`config.mk`:
```
export PLATFORM = sky130hd
export DESIGN_NAME = mem_port_arbiter
export DESIGN_NICKNAME = d
export VERILOG_FILES = /design/src/rtl/mem_arb_pkg.sv /design/src/rtl/mem_port_arbiter.sv
export SDC_FILE = /design/constraint.sdc
export NUM_CORES = 1
export LEC_CHECK = 0
export CORE_AREA = 2 2 117 119
export DETAILED_ROUTE_END_ITERATION = 7
export DIE_AREA = 0 0 119 121
export HOLD_SLACK_MARGIN = 0.02
export PLACE_DENSITY = 0.8
export SYNTH_ARGS = -nofsm -noshare
export SYNTH_HDL_FRONTEND = slang
export SYNTH_SLANG_ARGS = --single-unit
```
`constraint.sdc`:
```
create_clock -name clk -period 2.5 [get_ports clk]
set_input_delay 0.5 -clock clk [delete_from_list [all_inputs] [get_ports clk]]
set_output_delay 0.5 -clock clk [all_outputs]
set_load 0.05 [all_outputs]
```
`src/rtl/mem_arb_pkg.sv`:
```
// mem_arb_pkg: shared widths and response-owner encoding for mem_port_arbiter
package mem_arb_pkg;
  localparam int MEM_ADDR_W = 32;
  localparam int MEM_DATA_W = 32;
  typedef enum logic [1:0] {RESP_NONE = 2'd0, RESP_IF = 2'd1, RESP_D = 2'd2} resp_t;
endpackage

```
`src/rtl/mem_port_arbiter.sv`:
```
// mem_port_arbiter: IF/D sharing of a 1R1W memory; D-priority reads, round-robin when MEM_ARB_RR_EN is defined
module mem_port_arbiter
  import mem_arb_pkg::*;
#(
  parameter int ADDR_W = MEM_ADDR_W,
  parameter int DATA_W = MEM_DATA_W
) (
  input  logic              clk,
  input  logic              rst,
  input  logic              if_req,
  input  logic [ADDR_W-1:0] if_addr,
  output logic              if_gnt,
  output logic              if_rvalid,
  output logic [DATA_W-1:0] if_rdata,
  input  logic              d_req,
  input  logic              d_we,
  input  logic [ADDR_W-1:0] d_addr,
  input  logic [DATA_W-1:0] d_wdata,
  output logic              d_gnt,
  output logic              d_rvalid,
  output logic [DATA_W-1:0] d_rdata,
  output logic [ADDR_W-1:0] mem_rd_addr,
  output logic [ADDR_W-1:0] mem_wr_addr,
  output logic [DATA_W-1:0] mem_wdata,
  output logic              mem_we,
  input  logic [DATA_W-1:0] mem_rd_data
);
  logic d_rd, d_wins, rd_d, rd_if;
  logic [ADDR_W-1:0] rd_addr_q;
  resp_t resp_owner, resp_next;
  assign d_rd = d_req & ~d_we;
`ifdef MEM_ARB_RR_EN
  logic last_d;
  assign d_wins = ~last_d;
  always_ff @(posedge clk)
    if (rst) last_d <= 1'b0;
    else if (if_req && d_rd) last_d <= d_wins;
`else
  assign d_wins = 1'b1;
`endif
  always_comb begin
    rd_d        = ~rst & d_rd & (~if_req | d_wins);
    rd_if       = ~rst & if_req & (~d_rd | ~d_wins);
    mem_we      = ~rst & d_req & d_we;
    d_gnt       = rd_d | mem_we;
    if_gnt      = rd_if;
    mem_wr_addr = d_addr;
    mem_wdata   = d_wdata;
    mem_rd_addr = rd_d ? d_addr : rd_if ? if_addr : rd_addr_q;
    resp_next   = rd_d ? RESP_D : rd_if ? RESP_IF : RESP_NONE;
  end
  always_ff @(posedge clk)
    if (rst) begin
      resp_owner <= RESP_NONE;
      rd_addr_q  <= '0;
    end else begin
      resp_owner <= resp_next;
      rd_addr_q  <= mem_rd_addr;
    end
  assign if_rvalid = ~rst & (resp_owner == RESP_IF);
  assign d_rvalid  = ~rst & (resp_owner == RESP_D);
  assign if_rdata  = if_rvalid ? mem_rd_data : '0;
  assign d_rdata   = d_rvalid ? mem_rd_data : '0;
endmodule

```
==> results.md, run 1 <==
* Routed Antenna Nets at 0
* Synth area leader: dfxtp_1
* Register area share after synthesis at 0.2033
* Synth top area share at 0.2033
* Crit path max-delay family: buffers and inverters
* Vias per cell at 4.832
* Final min period at 2.246 ns
* Synth Area in Simple Gates at 0.2328
* Worst-margin pin slew at 0.3448 ns
* Rows at 42
* Worst endpoint required time at 2.00 ns
* Post-Place Cells at 741
* Cell variety after synth at 19
* Net Count, Synth at 536
* Cell Area, Synth at 0.003348 mm2
* Crit Path Category: in -> out
* Post-Syn Instances at 403
* CTS tree: yes
* Clock Path Buffers at 2
* Portion of netlist area occupied by mux cells at 0.09567
* Number of synthesized register bits at 34
* Final number of hold-violating endpoints at 0
* Initial Util at 0.2559
* Aggregate global routing overflow at 0
* Max-cap violations at 0
* Ports at 298
* Max stage delay on crit path at 0.31 ns
* Yosys warns at 0
* GRT Overall Usage at 0.1834
* RePlAce Congestion at 0.7802
* Die width at 119 um
* Status: finished, final reports clean
* Pre-antenna DRT Iters at 4
* Critical path data arrival time at 1.75 ns
* I/O Buffers at 233
* P&R area growth vs syn at 99.36%
* CP startpoint kind: primary input
* Syn avg cell area at 8.308 um2
* Antenna cells at 0
* Slew Limit Headroom at 0.7702
* Share of cells above drive strength 1 at 0.3682
* Fin nets at 705
* Top post-synthesis cells by count: and2_1, buf_4, dfxtp_1
* Slew Viols, Final at 0
* Max VDD drop at 0.2305 mV
* Leak at 0.002818 uW
* Final Cell Area at 0.006675 mm2
* Die span in y at 121 um
* Vias in the first global route at 3757
* Fmax at 445.2 MHz
* Post-CTS Setup Inserts at 0
* Setup_tns at 0 ns
* Clk_lat worst skew at 0.28 ns
* Post-Route WL at 13520 um
* Buf+Inv Stages, Crit Path at 3
* Crit Path Max Fanout at 13
* Initial drt markers at 183
* Num Clock Sinks at 34
* Final Setup Violations at 0
* Slowest stage cell, crit path: dlygate4sd2_1
* DRC viols at 0
* CP endpoint kind: output port
* Critical Path, Cell by Cell: dlygate4sd2_1 -> buf_4 -> nor3b_2 -> a31oi_1 -> o22a_1 -> buf_12
* Post-synth EDFFs at 0
* Top cells by area, synth: dfxtp_1, buf_4, and2_1
* DP Wirelength at 10930 um
* Tcrit/Tclk final at 0.8985
* Ys async rst share at 0
* Synth Area in Adders at 0
* Fin Clk Skew at 0 ns
* Largest net degree at the start of global routing at 40
* Pwr/cell area at 403.7 mW/mm2
* Core Region at 0.01309 mm2
* Post-synth top flop: dfxtp_1
* WL/cell at 18.05 um
* Post-CTS Hold Buffers at 0
* CTS buffer count at 5
* Clock Pin Slew Worst Setup and Hold Paths at 0.05 ns
* Largest family of logic cells by synthesized area: buffers and inverters
* H-tree depth at 2
* Area fraction in compound gates after synthesis at 0.2179
* First-pass GRT wire length at 21050 um
* RSZ-0062 raised after global routing: false
* Vias at 3619
* Die Footprint at 0.01440 mm2
* DP Area at 0.006417 mm2
* Final Instance Count excl. Fillers at 749
* Root buf cell: clkbuf_16
* Worst Hold Class: reg -> reg
* XOR/XNOR Fraction of Synth Area at 0
* Initial antenna violation count at 0
==> placed cells by master (no fill, tap or decap) <==
master,count
buf_12,107
clkdlybuf4s50_1,96
and2_1,65
buf_4,56
nor3b_2,34
dfxtp_1,34
inv_1,33
a31oi_1,32
o22a_1,32
mux2i_1,32
a211oi_1,32
clkbuf_16,5
buf_2,3
nor2_1,2
nor2b_1,2
clkinv_2,2
nand2b_4,1
a21oi_4,1
nand2_1,1
bufinv_16,1
dlygate4sd2_1,1
buf_6,1
==> repair_timing <==
item,CTS,global route
gates resized for setup,20,0
setup endpoints to repair,30,0
hold endpoints to repair,0,0
==> worst paths after layout <==
path | start | depth (start not counted) | slack, ns | endpoint
worst min-delay path | rd_addr_q[6] | 2 | 0.56 | rd_addr_q[6]
worst min register to register | rd_addr_q[6] | 2 | 0.56 | rd_addr_q[6]
worst max register to register | rd_addr_q[3] | 2 | 1.72 | rd_addr_q[3]
worst max-delay path | d_req | 6 | 0.25 | mem_rd_addr[31]
==> state kept, by name, indices dropped and copies added, names as in the netlist <==
| name | cells |
|---|---|
| resp_owner | 2 |
| rd_addr_q | 32 |
==> layer usage <==
layer | GRT usage | share of wire | vias up | wire length (um)
met1 | 0.1994 | 0.36 | 1729 | 4884
met5 | 0 | 0 | - | 0
met2 | 0.3531 | 0.55 | 186 | 7439
met3 | 0.05545 | 0.085 | 4 | 1153
li1 | - | - | 1700 | -
met4 | 0.02976 | 0.0031 | 0 | 42
==> where the power goes <==
group	total [uW]	internal, uW	switching [uW]
sequential	609	586	23.9
combinational	1380	656	720
clock	710	467	243
total	2690	1710	987
==> cell families after synthesis <==
| family | count (synthesis) |
|---|---|
| AND/OR/NAND/NOR | 105 |
| multiplexers | 32 |
| flip-flops | 34 |
| AO/OA/AOI/OAI | 97 |
| buffers and inverters | 135 |
==> final cells by class <==
| cell class | instances | area (um2) |
|---|---|---|
| flip-flops and latches | 34 | 680.7 |
| inverters | 33 | 123.9 |
| clock buffers | 5 | 125.1 |
| fillers | 1095 | 6410 |
| clock inverters | 3 | 40.04 |
| multi-input cells | 234 | 1927 |
| repair buffers | 264 | 3558 |
| well taps | 176 | 220.2 |
==> through the flow <==
| stage | setup WS (ns) | total power, uW | hold WS, ns | util |
|---|---|---|---|---|
| 2_1_floorplan | 0.009189 | 1472 | 0.5301 | - |
| 3_3_place_gp | -0.02222 | 1962 | 0.5334 | 0.4904 |
| 3_5_place_dp | -0.09645 | 1989 | 0.5375 | 0.4904 |
| 4_1_cts | 0.2334 | 2718 | 0.5576 | 0.5101 |
| 5_1_grt | 0.1853 | 2799 | 0.5857 | 0.5101 |
| 6_report | 0.2537 | 2695 | 0.5562 | 0.5101 |
==> worst min-delay path: stages (launching register included) <==
cell	delay (ns)
dfxtp_1	0.31
mux2i_1	0.12
a211oi_1	0.08
Note: power is estimated with default switching activity, not from simulation.
==> run 2: changes to the inputs <==
SETUP_SLACK_MARGIN = 0.4   (was unset)
==> results.md, run 2 (synthesis results as in run 1) <==
* Crit Path Category: in -> out
* Die width at 119 um (unchanged)
* Initial antenna violation count at 1 (+1)
* Seq pwr share at 0.222 (-0.004)
* End of the worst hold path: rd_addr_q[11]
* Register-to-Register Path Depth at 2 (unchanged)
* Clock Path Buffers at 2 (unchanged)
* Top flop regs: rd_addr_q (32), resp_owner (2)
* I/O Buffers at 233 (unchanged)
* Post-Route WL at 14790 um (+9.4%)
* Final min period at 2.161 ns (-0.08506 ns)
* Share of cells above drive strength 1 at 0.4889 (+0.1207)
* Aggregate global routing overflow at 0 (unchanged)
* Num Clock Sinks at 34 (unchanged)
* Final number of hold-violating endpoints at 0 (unchanged)
* Worst Hold Class: reg -> reg
* Rows at 42 (unchanged)
* Fillers at 1065 (-2.7%)
* Vias at 3747 (+3.5%)
* Die Footprint at 0.01440 mm2 (unchanged)
* CP startpoint kind: primary input
* Hold path startpoint: rd_addr_q[11]
* Max VDD drop at 0.2876 mV (+25%)
* Worst-margin pin slew at 0.3526 ns (+0.007799 ns)
* P&R area growth vs syn at 116.7%
* Largest register FFs at 32 (unchanged)
* Worst endpoint required time at 2.00 ns (about the same)
* Slew Limit Headroom at 0.7650 (-0.005200)
* Slew Viols, Final at 0 (unchanged)
* Post-Place Cells at 733 (-1.1%)
* Clock Pin Slew Worst Setup and Hold Paths at 0.06 ns (about the same)
* Critical path data arrival time at 1.66 ns (-0.09 ns)
* Fin Clk Skew at 0 ns (unchanged)
* Total power at 2767 uW (+2.7%)
* DRC viols at 0 (unchanged)
* Slowest stage cell, crit path: a31oi_2
* Root buf cell: clkbuf_16
* GRT Overall Usage at 0.1913 (+0.007994)
* Post-layout util at 0.5546 (+0.04446)
* First-pass GRT wire length at 21740 um (+3.2%)
* Final Instance Count excl. Fillers at 762 (+1.7%)
* H-tree depth at 2 (unchanged)
* Crit path max-delay family: buffers and inverters
* RePlAce Congestion at 0.7927 (+1.6%)
* Net switching power at 1043 uW (+5.7%)
* Cell mode on critical path: buf_12
* FF-to-FF Start: rd_addr_q[25]
* Largest net degree at the start of global routing at 42 (+5.0%)
* Core Region at 0.01309 mm2 (unchanged)
* Pre-antenna DRT Iters at 4 (unchanged)
* RR Endpoint: rd_addr_q[25]
* Ports at 298 (unchanged)
* Max stage delay on crit path at 0.19 ns (-0.12 ns)
* Buf+Inv Stages, Crit Path at 4 (+1)
* Most frequent cells in the layout: buf_12, clkdlybuf4s50_1, buf_4, and2_1, dfxtp_1
* RSZ-0062 raised after global routing: true
* WL/cell at 19.40 um (+7.5%)
* CP endpoint kind: output port
* Max-cap violations at 0 (unchanged)
* Sw frac at 0.3771 (+0.01085)
* Tcrit/Tclk final at 0.8645 (-0.03402)
* Internal power consumption at 1724 uW (+0.92%)
* Clk_lat worst skew at 0.28 ns (about the same)
* Worst Hold Depth at 2 (unchanged)
* Die span in y at 121 um (unchanged)
* Largest Register: rd_addr_q
* CTS tree: yes
* Pwr/cell area at 381.3 mW/mm2 (-5.6%)
* Vias in the first global route at 3890 (+3.5%)
* Crit Path Max Fanout at 10 (-3)
* Vias per cell at 4.917 (+1.8%)
* Final Setup Violations at 0 (unchanged)
* Leading cell type in the layout, fill and taps excluded: buf_12
* Area of the multi-input gates at 0.002260 mm2 (+17%)
* Power share of the clock group at 0.233 (-0.030)
* Initial drt markers at 145 (-21%)
* CTS buffer count at 5 (unchanged)
* Fin nets at 717 (+1.7%)
* Critical Path, Cell by Cell: buf_12 -> nand2b_4 -> buf_4 -> clkbuf_16 -> a31oi_2 -> o22a_2 -> buf_12
* Logic gate share of total power at 0.545 (+0.035)
* FF-to-FF setup slack at 1.68 ns (-0.04 ns)
* Routed Antenna Nets at 0 (unchanged)
* Status: finished, final reports clean
* Fmax at 462.7 MHz (+3.9%)
* Leak at 0.003116 uW (+11%)
* Sequential cell area at 680.7 um2 (unchanged)
* DP Wirelength at 10730 um (-1.8%)
* Initial Util at 0.2559 (unchanged)
[run 2: tightest hold or removal path, cell delays in order, from the launching register on]
cell and delay (ns):
dfxtp_1 0.32, mux2i_1 0.12, a211oi_1 0.08
[run 2: how the worst max path moves through the flow]
stage,startpoint,end,cells past startpoint
detailed placement,d_req,mem_rd_addr[30],6
global placement,d_req,mem_rd_addr[30],6
finish,d_we,mem_rd_addr[22],7
CTS,d_we,mem_rd_addr[26],7
global route,d_addr[15],mem_rd_addr[15],5
floorplan,d_req,mem_we,3
[run 2: area by class of cell]
type                            count  area share
Inverter                           33     0.01707
Clock buffer                        6     0.01914
Timing Repair Buffer              276      0.5262
Antenna cell                        1   0.0003448
Multi-Input combinational cell    234      0.3114
Clock inverter                      2    0.001724
Tap cell                          176     0.03034
Sequential cell                    34     0.09379
[run 2: power by group through the flow]
stage                     clock [uW]  sequential (uW)  combinational (uW)
after floorplan                    0              613                 874
after global placement             0              616                1350
after detailed placement           0              620                1370
after CTS                        654              613                1490
after global routing             677              618                1560
final                            645              615                1510
[run 2: timing repair]
item	in CTS	in global routing
endpoints found under the hold margin	0	0
resized for setup	73	23
endpoints found under the setup margin	71	58
gates cloned	4	1
hold buffers	0	0
setup buffers	8	7
pin swaps	41	20
[run 2: metrics by stage]
| stage | TNS, ns | instance area, um2 | setup slack (ns) | hold slack, ns |
|---|---|---|---|---|
| after global placement | 0 | 6422 | 0.03266 | 0.5327 |
| after floorplan | 0 | 3418 | 0.2966 | 0.5300 |
| after detailed placement | -0.1063 | 6422 | -0.08436 | 0.5516 |
| after global routing | 0 | 7257 | 0.3144 | 0.5885 |
| final | 0 | 7257 | 0.3388 | 0.5630 |
| after CTS | 0 | 7068 | 0.3564 | 0.5638 |
[run 2: layer usage]
metal  global-route usage  up-vias  routed length, um
met5                    0        -                  0
met4              0.05655        0                310
met3              0.04699       29               1049
met2               0.3631      210               8128
met1               0.2092     1790               5296
li1                     -     1718                  -
==> run 3: changes to the inputs <==
ABC_AREA = 0   (was unset)
clock period = 2.55 ns   (was 2.5 ns; I/O delays follow)
==> results.md, run 3 (synthesis results as in run 1) <==
* Status: finished, final reports clean
* Crit path max-delay family: buffers and inverters
* Initial antenna violation count at 0 (-1)
* Leak at 0.003280 uW (+5.3%)
* H-tree depth at 2 (unchanged)
* Worst Hold Class: reg -> reg
* Rows at 42 (unchanged)
* Antenna cells at 0 (-1)
* Tcrit/Tclk final at 0.8536
* P&R area growth vs syn at 119.6%
* Post-layout util at 0.5619 (+0.007268)
* WL/cell at 19.70 um (+1.5%)
* Leading cell type in the layout, fill and taps excluded: buf_12
* Final number of hold-violating endpoints at 0 (unchanged)
* Most frequent cells in the layout: buf_12, clkdlybuf4s50_1, buf_4, and2_1, dfxtp_1
* Fillers at 1042 (-2.2%)
* Post-Route WL at 15170 um (+2.6%)
* Slowest stage cell, crit path: o22a_1
* Die span in y at 121 um (unchanged)
* DRC viols at 0 (unchanged)
* RSZ-0062 raised after global routing: true
* First-pass GRT wire length at 21430 um (-1.4%)
* Area of the multi-input gates at 0.002198 mm2 (-2.7%)
* Fin nets at 726 (+1.3%)
* Crit Path Category: in -> out
* Initial Util at 0.2559 (unchanged)
* DP Wirelength at 10800 um (+0.67%)
* Post-CTS Hold Buffers at 0 (unchanged)
* Pwr/cell area at 366.6 mW/mm2 (-3.8%)
* CP startpoint kind: primary input
* Vias at 3782 (+0.93%)
* Top flop regs: rd_addr_q (32), resp_owner (2)
* Cell mode on critical path: buf_12
* Pre-antenna DRT Iters at 4 (unchanged)
* Die Footprint at 0.01440 mm2 (unchanged)
* Critical path data arrival time at 1.67 ns (about the same)
* Worst endpoint required time at 2.04 ns (+0.04 ns)
* Largest Register: rd_addr_q
* Vias in the first global route at 3870 (-0.51%)
* Slew Limit Headroom at 0.7396 (-0.02534)
* Fin Clk Skew at 0 ns (unchanged)
* Final Setup Violations at 0 (unchanged)
* Final min period at 2.177 ns
* Aggregate global routing overflow at 0 (unchanged)
* Setup_tns at 0 ns (unchanged)
* Clock Path Buffers at 2 (unchanged)
* Max stage delay on crit path at 0.22 ns (+0.03 ns)
* Fmax at 459.4 MHz
* Critical Path, Cell by Cell: buf_16 -> nand2b_4 -> a21oi_4 -> buf_6 -> buf_12 -> o22a_1 -> buf_12
* Clock Pin Slew Worst Setup and Hold Paths at 0.06 ns (about the same)
* Initial drt markers at 122 (-16%)
* Ports at 298 (unchanged)
* Slew Viols, Final at 0 (unchanged)
* Max VDD drop at 0.2918 mV (+1.5%)
* Buf+Inv Stages, Crit Path at 4 (unchanged)
* I/O Buffers at 233 (unchanged)
* Clk_lat worst skew at 0.28 ns (about the same)
* Largest register FFs at 32 (unchanged)
* Vias per cell at 4.912 (-0.11%)
* Sequential cell area at 680.7 um2 (unchanged)
* Share of cells above drive strength 1 at 0.4562 (-0.03266)
* Crit Path Max Fanout at 8 (-2)
* Max-cap violations at 0 (unchanged)
* RePlAce Congestion at 0.7984 (+0.72%)
* Largest net degree at the start of global routing at 41 (-2.4%)
* Root buf cell: clkbuf_16
* Core Region at 0.01309 mm2 (unchanged)
* Die width at 119 um (unchanged)
* CP endpoint kind: output port
* CTS buffer count at 5 (unchanged)
* Num Clock Sinks at 34 (unchanged)
* Routed Antenna Nets at 0 (unchanged)
* CTS tree: yes
* Worst-margin pin slew at 0.3906 ns (+0.03801 ns)
* GRT Overall Usage at 0.1883 (-0.003029)
==> run 3: cell count changes in the layout (fill, tap and decap cells not counted), sizes merged <==
cell | before | now
clkbuf | 7 | 9
clkdlybuf4s50 | 72 | 70
diode | 1 | 0
buf | 178 | 183
bufbuf | 1 | 3
dlymetal6s2s | 13 | 22
dlygate4sd2 | 11 | 4
==> run 3: worst paths after layout <==
check                startpoint        endpoint  slack, ns  cells past startpoint
setup / recovery           d_we  mem_rd_addr[0]       0.37                      7
hold / removal    rd_addr_q[22]   rd_addr_q[22]       0.56                      2
setup reg to reg  rd_addr_q[24]   rd_addr_q[24]       1.71                      2
hold reg to reg   rd_addr_q[22]   rd_addr_q[22]       0.56                      2
==> run 3: worst reg2reg max path, delay by kind of cell (launching register included) <==
kind | cells | cell delay (ns)
DFF | 1 | 0.35
AOI/OAI and AO/OA | 1 | 0.31
muxes | 1 | 0.08
==> run 3: cell type report <==
class,instances,area share
timing repair buffer,285,0.5410
multi-input combinational,234,0.2990
sequential,34,0.09258
tap,176,0.02995
clock buffer,6,0.01889
inverter,33,0.01685
clock inverter,2,0.001702
==> run 3: where the power goes <==
group / total (uW) / internal, uW / switching (uW)
Clock: 628 / 387 / 241
Sequential: 599 / 574 / 24.4
Combinational: 1470 / 716 / 753
==> run 3: through the flow <==
step / setup slack [ns] / instances / total power [uW] / hold slack [ns] / instance area (um2)
CTS: 0.3561 / 753 / 2635 / 0.5531 / 6880
floorplan: 0.3266 / 403 / 1445 / 0.5301 / 3376
global placement: 0.006101 / 729 / 1910 / 0.5405 / 6355
global route: 0.3342 / 770 / 2786 / 0.5736 / 7352
finish: 0.3734 / 770 / 2696 / 0.5608 / 7352
detailed placement: -0.007237 / 729 / 1933 / 0.5461 / 6355
==> run 3: timing repair <==
item                       4_1_cts  5_1_grt
setup endpoints to repair       35       49
pin swaps                       37       54
cloned                           4        4
gates resized for setup         41       58
setup buffers                   12       13
==> run 3: per-layer routing <==
layer  track usage  vias up  wire [um]
li1              -     1733          -
met1        0.1939     1832       5160
met2        0.3736      198       8588
met3       0.05263       19       1220
met4       0.04315        0        196
met5             0        -          0
